--- src/rtl/svm_pkg.sv ---
// Shared types and widths for the SVM feature-loading path.
// FIFO_DATA_WIDTH is common to the ROM DMA controller, the ROM data FIFO and the vector loader.
package svm_pkg;

    localparam int FIFO_DATA_WIDTH = 8;

    typedef enum logic [1:0] {
        IDLE,
        ASSEMBLE,
        OUTPUT,
        DONE
    } t_vec_loader_states;

endpackage

--- src/rtl/svm_vec_loader.sv ---
// Pops ROM bytes from a first-word-fall-through FIFO, packs them little-endian into words
// and hands each word, tagged with its index, to the SVM datapath over valid/ready.
module svm_vec_loader #(
    parameter int FIFO_DATA_WIDTH = svm_pkg::FIFO_DATA_WIDTH,
    parameter int BYTES_PER_WORD  = 2,
    parameter int MAX_WORDS       = 64,
    parameter int WORD_WIDTH      = FIFO_DATA_WIDTH * BYTES_PER_WORD,
    parameter int CNT_WIDTH       = $clog2(MAX_WORDS + 1)
) (
    input  logic                       clk,
    input  logic                       reset_n,
    input  logic [FIFO_DATA_WIDTH-1:0] fifo_data_out,
    input  logic                       fifo_empty,
    output logic                       fifo_data_pop,
    input  logic                       start_load,
    input  logic                       abort,
    input  logic [CNT_WIDTH-1:0]       cfg_num_words,
    output logic [WORD_WIDTH-1:0]      vec_word_data,
    output logic                       vec_word_valid,
    input  logic                       vec_word_ready,
    output logic [CNT_WIDTH-1:0]       vec_word_idx,
    output logic                       vec_word_last,
    output logic                       busy,
    output logic                       load_done
);

    import svm_pkg::*;

    localparam int BCNT_W = (BYTES_PER_WORD > 1) ? $clog2(BYTES_PER_WORD) : 1;
    localparam logic [BCNT_W-1:0]    LAST_LANE = BCNT_W'(BYTES_PER_WORD - 1);
    localparam logic [CNT_WIDTH-1:0] MAX_CNT   = CNT_WIDTH'(MAX_WORDS);

    t_vec_loader_states state_q, state_d;

    logic [CNT_WIDTH-1:0]  num_words_q;
    logic [CNT_WIDTH-1:0]  word_cnt_q;
    logic [BCNT_W-1:0]     byte_cnt_q;
    logic [WORD_WIDTH-1:0] word_q;
    logic                  load_done_q;
    logic                  is_last;
    logic                  handshake;

    function automatic logic [CNT_WIDTH-1:0] clamp_words(input logic [CNT_WIDTH-1:0] n);
        return (n > MAX_CNT) ? MAX_CNT : n;
    endfunction

    assign is_last   = (word_cnt_q == num_words_q - 1'b1);
    assign handshake = vec_word_valid & vec_word_ready;

    always_ff @(posedge clk or negedge reset_n) begin
        if (!reset_n) begin
            state_q <= IDLE;
        end else begin
            state_q <= state_d;
        end
    end

    always_comb begin
        state_d        = state_q;
        fifo_data_pop  = 1'b0;
        vec_word_valid = 1'b0;
        vec_word_last  = 1'b0;
        busy           = (state_q != IDLE);
        case (state_q)
            IDLE: begin
                if (start_load) begin
                    state_d = (cfg_num_words == '0) ? DONE : ASSEMBLE;
                end
            end
            ASSEMBLE: begin
                fifo_data_pop = !fifo_empty;
                if (!fifo_empty && byte_cnt_q == LAST_LANE) begin
                    state_d = OUTPUT;
                end
            end
            OUTPUT: begin
                vec_word_valid = 1'b1;
                vec_word_last  = is_last;
                if (vec_word_ready) begin
                    state_d = is_last ? DONE : ASSEMBLE;
                end
            end
            DONE: begin
                state_d = IDLE;
            end
            default: begin
                state_d = IDLE;
            end
        endcase
        // Abort wins over every transition; a pop already decoded this cycle still goes out.
        if (abort) begin
            state_d = IDLE;
        end
    end

    always_ff @(posedge clk or negedge reset_n) begin
        if (!reset_n) begin
            num_words_q <= '0;
            word_cnt_q  <= '0;
            byte_cnt_q  <= '0;
            word_q      <= '0;
            load_done_q <= 1'b0;
        end else begin
            load_done_q <= (state_d == DONE);
            if (abort) begin
                word_cnt_q <= '0;
                byte_cnt_q <= '0;
                word_q     <= '0;
            end else begin
                case (state_q)
                    IDLE: begin
                        if (start_load) begin
                            num_words_q <= clamp_words(cfg_num_words);
                            word_cnt_q  <= '0;
                            byte_cnt_q  <= '0;
                        end
                    end
                    ASSEMBLE: begin
                        if (fifo_data_pop) begin
                            for (int i = 0; i < BYTES_PER_WORD; i++) begin
                                if (byte_cnt_q == BCNT_W'(i)) begin
                                    word_q[i*FIFO_DATA_WIDTH +: FIFO_DATA_WIDTH] <= fifo_data_out;
                                end
                            end
                            byte_cnt_q <= (byte_cnt_q == LAST_LANE) ? '0 : byte_cnt_q + 1'b1;
                        end
                    end
                    OUTPUT: begin
                        if (handshake && !is_last) begin
                            word_cnt_q <= word_cnt_q + 1'b1;
                        end
                    end
                    default: begin
                    end
                endcase
            end
        end
    end

    assign vec_word_data = word_q;
    assign vec_word_idx  = word_cnt_q;
    assign load_done     = load_done_q;

endmodule
--- config.mk ---
export PLATFORM = sky130hd
export DESIGN_NAME = svm_vec_loader
export DESIGN_NICKNAME = d
export VERILOG_FILES = /design/src/rtl/svm_pkg.sv /design/src/rtl/svm_vec_loader.sv
export SDC_FILE = /design/constraint.sdc
export NUM_CORES = 1
export LEC_CHECK = 0
export CORE_MARGIN = 2
export CORE_UTILIZATION = 48
export CTS_CLUSTER_DIAMETER = 120
export CTS_CLUSTER_SIZE = 20
export DETAILED_ROUTE_END_ITERATION = 10
export HOLD_SLACK_MARGIN = 0.1
export PLACE_DENSITY = 0.79
export SLEW_MARGIN = 15
export SYNTH_ARGS = -nofsm -noshare
export SYNTH_HDL_FRONTEND = slang
export SYNTH_SLANG_ARGS = --single-unit
export TNS_END_PERCENT = 50
--- constraint.sdc ---
create_clock -name clk -period 2.63 [get_ports clk]
set_input_delay 0.526 -clock clk [delete_from_list [all_inputs] [get_ports clk]]
set_output_delay 0.526 -clock clk [all_outputs]
set_load 0.05 [all_outputs]
==> results of run 1 <==
==> per-layer routing <==
| metal | wire length [um] | GRT usage |
|---|---|---|
| met3 | 310 | 0.0801 |
| met4 | 86 | 0.0964 |
| met5 | 0 | 0 |
| met2 | 2300 | 0.405 |
| met1 | 1940 | 0.298 |
==> worst paths after layout <==
check                                        startpoint                           end  cells after the start
setup / recovery             num_words_q[2]$_DFFE_PN0P_                 vec_word_last                      7
hold / removal             vec_word_data[0]$_DFFE_PN0P_  vec_word_data[0]$_DFFE_PN0P_                      2
setup reg to reg             num_words_q[2]$_DFFE_PN0P_   vec_word_idx[6]$_DFFE_PN0P_                      7
hold reg to reg            vec_word_data[0]$_DFFE_PN0P_  vec_word_data[0]$_DFFE_PN0P_                      2
max in group asynchronous                       reset_n    num_words_q[1]$_DFFE_PN0P_                      2
min in group asynchronous                       reset_n   vec_word_idx[5]$_DFFE_PN0P_                      2
==> placed cells by master, fill, tap and decap left out, types with 3 or more instances in the layout <==
master           count
buf_4               12
a21oi_1             24
clkbuf_8             6
o21ai_0              7
inv_1                5
a221oi_1             4
nand3_1              3
o32ai_1              5
xnor2_1              4
clkdlybuf4s50_1     45
nand2_1             45
or2_2                4
dfrtp_1             33
nand3b_1             3
nand2b_1            14
a31oi_1              3
nor2_1               6
==> worst max-delay path: stages (launching register included) <==
cell      delay (ns)
dfrtp_1         0.40
or3_4           0.42
o31a_1          0.28
o211ai_2        0.21
o211ai_4        0.13
nand2_2         0.11
inv_2           0.05
buf_12          0.14
==> sequential cells by signal, summed over array words and instances, names as in the netlist <==
register,cells
num_words_q,7
state_q,2
vec_word_idx,7
load_done,1
vec_word_data,16
byte_cnt_q,1
==> what timing repair did <==
item / in CTS / in global routing
resized for setup: 4 / 8
pin swaps: 0 / 4
buffers inserted: 2 / 3
setup endpoints to repair: 1 / 2
==> logic make-up after synthesis <==
group	Yosys count	share of synthesized area
muxes	3	0.0170
buffers and inverters	16	0.0347
and+or+nand+nor	90	0.244
adders and majority gates	2	0.0136
xor gates and xnor gates	5	0.0238
DFF	34	0.462
AOI/OAI and AO/OA	56	0.205
==> final cells by class <==
cell class / count / area (um2)
Timing Repair Buffer: 61 / 604
Clock buffer: 7 / 86.3
Inverter: 7 / 26.3
Sequential cell: 34 / 852
Clock inverter: 1 / 5.00
Fill cell: 311 / 1060
Multi-Input combinational cell: 156 / 967
Tap cell: 48 / 60.1
==> power breakdown <==
part           internal, uW  switching (uW)  leakage [uW]  total [uW]
logic                   201             232      0.000538         433
registers               557            35.0      0.000462         592
clock network           211             193     0.0000482         405
total                   969             461       0.00105        1430
==> per-stage QoR <==
step                      total power (uW)  utilization  area [um2]  cells
after CTS                             1390        0.694        2540    311
final                                 1430        0.711        2600    314
after global routing                  1510        0.711        2600    314
after global placement                 967        0.663        2430    301
after floorplan                        843            -        1840    206
after detailed placement               974        0.663        2430    301
==> metrics.cfg, run 1 <==
[run_status]
status=complete, no violations

[timing]
fin_ws_ns=0.0688
fin_skew_ns=0.00350
holdWs_ns=0.523
period_needed_ns=2.56
final_hold_viol_count=0
setup_viol=0
setup-tns-final_ns=0
period_share=0.974
worstMarginPinSlew_ns=0.521
final_max_slew_viol_count=0
maxSlewHeadroom=0.652
fmax_mhz=390

[worst_setup_path]
crit_path_start_kind=flop
r2r_slack_ns=0.43
critPathKind=flop to output port
required_ns=2.10
crit_path_max_fanout=5
arrival_ns=2.04
cp-end-kind=output port

[cells_and_area]
diodes=0
drive_gt1_frac=0.158
nets=288
syn_to_final_growth_pct=41.3

[flow_run]
maxCapViolations=0

[route]
drcViolationCount=0
viasPerCell=5.57
drt_first_pass_iters=4
wl_mm=4.64
routedWlPerCell_um=14.8
antenna_left=0
drtIter0Drc=154
dr_total_vias=1750

[synthesis]
ys_top_cells_by_count=nand2_1, dfrtp_1, a21oi_1
synth_area_leader_cell=dfrtp_1
synth-async-reset-ratio=1.00
synth_nets=229
synthesis.instances=206
synth_top_area_frac=0.462
synth-seq-cells=34
ys_warn_count=0
synth-edff-count=0
synth_flop_cell=dfrtp_1
synthMostInstantiatedCell=nand2_1
synth_area_leaders=dfrtp_1, nand2_1, a21oi_1, nand2b_1, o32ai_1
synth_area_mm2=0.00184
synth_cell_types=42
avgSynthCellArea_um2=8.93
yosysSeqAreaShare=0.462

[global_route]
antenna_found_initial=0
grt-ovfl-total=0
grt_pass1_wl_mm=7.94
grt_pass1_vias=1705
grt_start_max_net_pins=35
grt_usage=0.246

[clock_network]
cts.path.max_buffers=2
h-tree-depth=2
hold_buffers=0
clkSinkCount=34
cts_root_buffer=clkbuf_8
cts.clk_slew.worst_paths_ns=0.07
cts_tree=done
cts_buffers=5
clock_latency_ns=0.29

[floorplanning]
start_util=0.503
die_w_um=65.9
core_area_mm2=0.00366
rows=22
die_h_um=65.9
io_pins=49
die_area_mm2=0.00435

[power]
p_leak_uw=0.00105
peakVddDrop_v=0.000458
power_density_mw_per_mm2=550

[placed_design]
place_hpwl_mm=3.39
numPortBuffers=48
pre_cts_slack_ns=0.137
gp_congestion=0.876

[worst_hold_path]
hold_path.class=flop to flop

Power figures use the tool's default switching activity.
==> inputs of run 2 (changes only) <==
--- a/config.mk
+++ b/config.mk
@@ -7,7 +7,7 @@
 export LEC_CHECK = 0
 export CORE_MARGIN = 2
 export CORE_UTILIZATION = 48
-export CTS_CLUSTER_DIAMETER = 120
+export CTS_CLUSTER_DIAMETER = 80
 export CTS_CLUSTER_SIZE = 20
 export DETAILED_ROUTE_END_ITERATION = 10
 export HOLD_SLACK_MARGIN = 0.1
==> results of run 2 <==
Final layout, timing and power as in run 1 (identical DEF).
